==> src/rtl/cntr3_dir_decoder.sv <==
// Receive-side decoder for the 2-bit mod-3 counter state code.
// It recovers the step direction, tracks net signed position and flags illegal codes.
module cntr3_dir_decoder #(
  parameter int POS_W = 8
) (
  input  logic             clk,
  input  logic             reset_n,
  input  logic             i_valid,
  input  logic [1:0]       i_state,
  input  logic             i_clear,
  output logic             o_locked,
  output logic             o_step,
  output logic             o_dir,
  output logic             o_hold,
  output logic             o_err,
  output logic [POS_W-1:0] o_pos
);

  typedef enum logic [1:0] {
    INIT  = 2'd0,
    TRACK = 2'd1,
    ERR   = 2'd2
  } state_t;

  localparam logic signed [POS_W-1:0] POS_ONE = POS_W'(1);

  state_t                  state_q, state_d;
  logic [1:0]              prev_q, prev_d;
  logic                    step_q, step_d;
  logic                    dir_q, dir_d;
  logic                    hold_q, hold_d;
  logic                    err_q, err_d;
  logic signed [POS_W-1:0] pos_q, pos_d;
  logic                    legal;

  function automatic logic [1:0] mod3_inc(input logic [1:0] s);
    return (s == 2'd2) ? 2'd0 : s + 2'd1;
  endfunction

  assign legal = (i_state != 2'b11);

  always_ff @(posedge clk or negedge reset_n) begin
    if (!reset_n) begin
      state_q <= INIT;
      prev_q  <= 2'b00;
      step_q  <= 1'b0;
      dir_q   <= 1'b0;
      hold_q  <= 1'b0;
      err_q   <= 1'b0;
      pos_q   <= '0;
    end else begin
      state_q <= state_d;
      prev_q  <= prev_d;
      step_q  <= step_d;
      dir_q   <= dir_d;
      hold_q  <= hold_d;
      err_q   <= err_d;
      pos_q   <= pos_d;
    end
  end

  // Clear overrides any sample arriving in the same cycle.
  always_comb begin
    state_d = state_q;
    if (i_clear) begin
      state_d = INIT;
    end else if (i_valid) begin
      case (state_q)
        INIT:    if (legal) state_d = TRACK;
        TRACK:   if (!legal) state_d = ERR;
        default: state_d = state_q;
      endcase
    end
  end

  always_comb begin
    prev_d = prev_q;
    step_d = 1'b0;
    hold_d = 1'b0;
    dir_d  = dir_q;
    err_d  = err_q;
    pos_d  = pos_q;
    if (i_clear) begin
      pos_d = '0;
      err_d = 1'b0;
    end else if (i_valid) begin
      case (state_q)
        INIT: begin
          if (legal) prev_d = i_state;
        end
        TRACK: begin
          if (!legal) begin
            err_d = 1'b1;
          end else begin
            prev_d = i_state;
            if (i_state == prev_q) begin
              hold_d = 1'b1;
            end else if (i_state == mod3_inc(prev_q)) begin
              step_d = 1'b1;
              dir_d  = 1'b1;
              pos_d  = pos_q + POS_ONE;
            end else begin
              // Any other legal jump is necessarily one step down.
              step_d = 1'b1;
              dir_d  = 1'b0;
              pos_d  = pos_q - POS_ONE;
            end
          end
        end
        default: ;
      endcase
    end
  end

  assign o_locked = (state_q == TRACK);
  assign o_step   = step_q;
  assign o_dir    = dir_q;
  assign o_hold   = hold_q;
  assign o_err    = err_q;
  assign o_pos    = pos_q;

endmodule

==> config.mk <==
export PLATFORM = sky130hd
export DESIGN_NAME = cntr3_dir_decoder
export DESIGN_NICKNAME = d
export VERILOG_FILES = /design/src/rtl/cntr3_dir_decoder.sv
export SDC_FILE = /design/constraint.sdc
export NUM_CORES = 1
export LEC_CHECK = 0
export CORE_MARGIN = 2
export CORE_UTILIZATION = 58
export CTS_BUF_LIST = sky130_fd_sc_hd__clkbuf_2 sky130_fd_sc_hd__clkbuf_4 sky130_fd_sc_hd__clkbuf_8
export CTS_CLUSTER_DIAMETER = 50
export DETAILED_ROUTE_END_ITERATION = 12
export PLACE_DENSITY = 0.86
export SYNTH_ARGS = -nofsm -noshare
export SYNTH_HDL_FRONTEND = slang
export SYNTH_SLANG_ARGS = --single-unit
==> constraint.sdc <==
create_clock -name clk -period 5.76 [get_ports clk]
set_input_delay 1.152 -clock clk [delete_from_list [all_inputs] [get_ports clk]]
set_output_delay 1.152 -clock clk [all_outputs]
set_load 0.01 [all_outputs]
After elaboration in Yosys (flattened, before gate mapping)
Index checks and enable logic that the tools add are counted.
{"block": "classes", "n_addsub": 3, "n_eq_ne": 9, "mux": 27, "bitwise": 2, "reduce_logical": 11}
{"operator": "8-bit 2-to-1 mux", "n": 6}
{"operator": "1-bit 2-to-1 mux", "n": 15}
{"operator": "4-bit AND reduction", "n": 3}
{"operator": "2-bit 2-to-1 mux", "n": 5}
{"operator": "8-bit by 2-bit adder with 8-bit output, second input constant", "n": 1}
{"operator": "8-bit by 2-bit subtractor with 8-bit output, second input constant", "n": 1}
{"operator": "2-bit != test, second input constant", "n": 3}
{"operator": "3-bit != test, second input constant", "n": 2}
{"operator": "2-bit nonzero test", "n": 3}
{"operator": "5-bit AND reduction", "n": 1}
{"operator": "2-bit == test", "n": 2}
{"operator": "2-bit one-hot mux with 2 select lines", "n": 1}
{"operator": "3-bit AND reduction", "n": 1}
{"operator": "3-bit nonzero test", "n": 1}
{"operator": "2-bit by 1-bit adder with 2-bit output, second input constant", "n": 1}
{"operator": "2-bit by 1-bit == test with 1-bit output, second input constant", "n": 1}
{"operator": "2-bit == test, second input constant", "n": 1}
{"operator": "2-bit zero test", "n": 1}
{"operator": "1-bit NOT", "n": 2}
{"operator": "2-bit OR reduction", "n": 1}
{"block": "word_totals", "regBits": 16, "in_bits": 6, "out_inout_bits": 13}

Longest topological paths before layout
{"block": "depth", "ltp_word": 9, "depth_mapped": 10, "depth_no_buf": 9}

Worst setup path before layout
No wires, ideal clock.
{"block": "synth_timing", "kind": "in2reg", "from": "input port i_state[0]", "to": "register pos_q[6], in the netlist o_pos[6]", "setup_ns": 0.122, "arrival_ns": 3.229, "t_required_ns": 5.638, "slack_ns": 2.409, "cell_stages": 9, "path_cell_list": "buf_4 > nor4b_4 > nor3_2 > ha_1 > nor2b_1 > o31a_1 > o21a_1 > or3_1 > a32o_1"}
{"block": "synth_via", "elab_chain_len": 7, "word_cells_on_any_way": 12}
{"element": "from (decl)", "line": "9", "rtl": "input logic [1:0] i_state,"}
{"element": "2-bit == test", "line": "98", "rtl": "end else if (i_state == mod3_inc(prev_q)) begin"}
{"element": "8-bit 2-to-1 mux", "line": "98"}
{"element": "8-bit 2-to-1 mux", "line": "96", "rtl": "if (i_state == prev_q) begin"}
{"element": "8-bit 2-to-1 mux", "line": "92", "rtl": "if (!legal) begin"}
{"element": "8-bit 2-to-1 mux", "line": "87", "rtl": "case (state_q)"}
{"element": "8-bit 2-to-1 mux", "line": "86", "rtl": "end else if (i_valid) begin"}
{"element": "8-bit 2-to-1 mux", "line": "83", "rtl": "if (i_clear) begin"}
{"element": "to (signal assigned)", "line": "58", "rtl": "pos_q <= pos_d;"}
{"element": "to (decl)", "line": "33", "rtl": "logic signed [POS_W-1:0] pos_q, pos_d;"}
Several ways; a longest one is shown, not always the timed one. The select of a mux whose other input is x is not followed.
A chain may end at the register's enable or synchronous reset.

Worst setup path after layout
Ends and elaborated chain as after synthesis.

==> results by stage <==
Status:
- The run finished with clean final reports.

Pwr:
- Of the total power, the share spent switching nets is 0.312.
- The portion of total power attributed to combinational logic is 0.329.
- The proportion of power drawn by flip-flops and latches is 0.429.
- The worst-case IR drop observed on VDD is approximately 0.19 mV.
- The leakage dissipation is roughly 0.56 nW.
- The power per cell area is ~240 nW/um^2.
- Of the total power, the clock network draws 0.241.
- The internal portion of the total power is between 0.2 and 0.25 mW.
- The net switching power figure is ~0.096 mW.

Floorplan:
- The floorplan core area is between 1500 and 2000 sq um.
- The number of primary I/O pins is 19.
- The height of the die is 46.5 microns.
- The width of the die is about 47 microns.
- The starting utilization of the core area is 0.615.
- The die covers 2170 sq um.
- The initialized floorplan defines 15 standard-cell rows.

Drt:
- The ratio of routed vias to standard cells is 5.68.
- The wire length reported by the detailed router is ~2000 microns.
- The post-detailed-route count of antenna-violating nets is 0.
- The mean routed wirelength per cell is around 14 microns.
- In this run, the number of DRC markers left after iteration 0 of detailed routing was 17.
- For this run, the detailed router's first-pass iteration total came to 4.
- The final route contains 818 vias.
- After detailed routing, the number of remaining DRC violations is 0.

CTS:
- Counting the buffers created by CTS gives 3.
- The maximum buffer depth of the clock tree is 2.
- Buffers inserted to repair hold after CTS numbered 0.
- The post-CTS setup repair buffer count is 0.
- The root buffer cell chosen for the clock tree is sky130_fd_sc_hd__clkbuf_4.
- The number of clock sinks is 16.
- After clock tree synthesis, the clock-pin slew on the worst setup and hold paths is around 0.1 ns.
- In this run the number of H-tree levels came out at 1.
- The quantity of gates resized following cts is 0.
- The worst-skew pair later-pin latency is 0.28 ns.
- TritonCTS built the clock tree.

Yosys:
- The count of mapped cells out of synthesis is slightly above 100.
- By area, the combinational part of the netlist is dominated by simple AND/OR/NAND/NOR gates.
- Of all flip-flops after synthesis, the portion carrying an async set or reset was 1.00.
- The basic-gate share of the synthesized area counting and, or, nand and nor cells is 0.211.
- The number of nets in the synthesized netlist is 114.
- The average instance in the mapped netlist occupies 10.4 sq um.
- The total of flip-flops plus latches after synthesis is 16.
- The synthesized design contains 0 enable-type register cells.
- For this run, the leading register cell type out of synthesis is sky130_fd_sc_hd__dfrtp_1.
- Of the total synthesized cell area, the portion taken by XOR and XNOR cells is 0.0334.
- Yosys printed 0 warnings.
- The compound-cell area share of the yosys netlist is 0.175.
- The netlist area before placement is 1050 sq um.
- Of the total synthesized cell area, the portion taken by full adders, half adders and majority gates is 0.0906.
- The post-synthesis cell type count is 40.
- The multiplexer share of the synthesized area is 0.0548.
- Of the synthesized area, sequential elements account for 0.381.

Critical path:
- The critical path class is input pin to flop.
- The end of the worst register-to-register path is o_pos[6].
- The startpoint of the worst register-to-register path is prev_q[1].
- The minimum setup slack among reg-to-reg paths is roughly 2.9 ns.
- The critical path endpoint category is a flop.
- The kind of start point of the critical path is an input pin.
- STA puts the critical path data arrival time at slightly above 4 ns.
- For the worst flop-to-flop path, the logic depth is 8.
- For the worst setup path, the data required time is slightly below 6 ns.
- The worst-path maximum fanout is 11.

Final layout:
- The post-route standard cell area excluding fillers is between 1000 and 1500 sq um.
- The library cell used most frequently in the layout, excluding fill and tap cells, is sky130_fd_sc_hd__clkdlybuf4s50_1.
- The area added between synthesis and finish is 20.4%.
- For this run, the post-layout net count is between 100 and 150.
- Of the cells placed in the final design, the portion with a size suffix greater than 1 is 0.109.
- The filler cells instantiated in the layout total about 120.
- 0 antenna diodes ended up in the layout.
- In the final layout, flip-flops and latches occupy 400 sq um.
- In the final layout, the multi-input gates occupy about 590 sq um.
- The top cell types in the final layout, fill and taps aside, are 18 x sky130_fd_sc_hd__clkdlybuf4s50_1, 16 x sky130_fd_sc_hd__dfrtp_1, 9 x sky130_fd_sc_hd__nor2_1.

STA:
- The final period demand of the worst path is ~3.9 ns.
- At the pin with the least slew margin, the transition time is ~0.7 ns.
- Setup repair after global routing left no endpoint under its margin.
- Measured against its own limit, the worst slew margin works out to 0.535.
- The maximum clock frequency is 255 MHz.
- The total setup violations reported at the end of the flow is 0.
- The total negative slack for setup checks is 0 ns.
- The final max-slew violation count is 0.
- The hold violation total from the final report came to 0.
- The worst clock skew is roughly 0.0033 ns.
- In the finished design, the share of the clock period the worst path needs comes to 0.682.

Placed design:
- The HPWL after detailed placement is 1510 microns.
- The number of port buffers is 18.
- After detailed placement, the total cell area comes to roughly 1200 sq um.
- Routability-driven placement finished with a final weighted congestion of a little under 0.9.

Worst hold path:
- The startpoint identified for the worst hold timing path is o_dir.
- The depth of the worst hold-timing path is 1.
- The type of the most critical hold path is flop to flop.
- The end point of the worst hold path is o_dir.

Job:
- Max-cap violations in this run came to 0.

Global routing:
- After global routing the overflow that remains totals 0.
- The first global-routing pass estimated roughly 3400 microns of wire.
- For this run, the total global-route usage over all layers was measured as 0.221.
- The pin count of the biggest net entering global routing is 17.
- The number of global-route vias before repair is just under 800.
- The initial antenna violation count is 0.
cells by family after synthesis:
kind of cell / Yosys count
fa+ha+maj: 7
simple gates: 33
flops: 16
buf+inv: 10
compound gates: 26
xor+xnor: 4
mux: 5
synthesized netlist by cell type, types with 3 or more instances:
master                     number  area, sq um
sky130_fd_sc_hd__ha_1           6         75.1
sky130_fd_sc_hd__nor2_1         9         33.8
sky130_fd_sc_hd__nand2b_1       3         18.8
sky130_fd_sc_hd__o21a_1         3         22.5
sky130_fd_sc_hd__a21oi_1        7         35.0
sky130_fd_sc_hd__o21ai_0        3         15.0
sky130_fd_sc_hd__inv_1          6         22.5
sky130_fd_sc_hd__dfrtp_1       16          400
sky130_fd_sc_hd__nor3_1         4         20.0
sky130_fd_sc_hd__nor2b_1        3         18.8
sky130_fd_sc_hd__a22o_1         3         26.3
metal layers:
layer  wire length [microns]  GRT usage
met1                     945      0.296
met2                    1020      0.364
met3                      67     0.0353
met4                      15     0.0686
met5                       0          0
power groups by stage:
stage                     logic (mW)  registers [mW]  clock network [mW]
after floorplan               0.0732           0.133                   0
after global placement        0.0985           0.134                   0
after detailed placement       0.101           0.134                   0
after CTS                      0.101           0.132              0.0756
after global routing           0.112           0.134              0.0796
final                          0.101           0.132              0.0743
worst max-delay path: stages:
cell	delay, ns
sky130_fd_sc_hd__clkdlybuf4s50_1	0.69
sky130_fd_sc_hd__and4bb_1	0.27
sky130_fd_sc_hd__nor3_2	0.44
sky130_fd_sc_hd__ha_1	0.39
sky130_fd_sc_hd__nor2b_1	0.17
sky130_fd_sc_hd__o31a_1	0.26
sky130_fd_sc_hd__o21a_1	0.18
sky130_fd_sc_hd__or3_1	0.31
sky130_fd_sc_hd__a32o_1	0.25
per-stage QoR:
stage	total power [mW]	utilization	setup WS (ns)	instances	hold slack, ns
4_1_cts	0.309	0.740	1.86	144	0.525
6_report	0.308	0.740	1.83	144	0.525
3_3_place_gp	0.232	0.719	1.68	140	0.495
2_1_floorplan	0.207	-	2.41	101	0.495
3_5_place_dp	0.235	0.719	1.57	140	0.500
5_1_grt	0.325	0.740	1.69	144	0.537
worst max-delay path by stage:
stage	startpoint	slack [ns]	cells past startpoint	endpoint
final	i_state[0]	1.83	9	o_pos[6]
after floorplan	i_state[0]	2.41	9	o_pos[6]
after CTS	i_state[0]	1.86	9	o_pos[6]
after global routing	i_state[0]	1.69	9	o_pos[6]
after global placement	i_state[0]	1.68	9	o_pos[6]
after detailed placement	i_state[0]	1.57	9	o_pos[6]
layout make-up:
class                      instances  share of cell area
clock buffer                       4              0.0287
inverter                           6              0.0178
multi-input combinational         75               0.469
sequential                        16               0.317
tap                               25              0.0248
timing repair buffer              18               0.143
state kept, by name (all words and copies together) (netlist names):
signal	count
state_q	2
o_pos	8
o_hold	1
o_step	1
o_dir	1
o_err	1
prev_q	2
(Power assumes the default switching activity.)
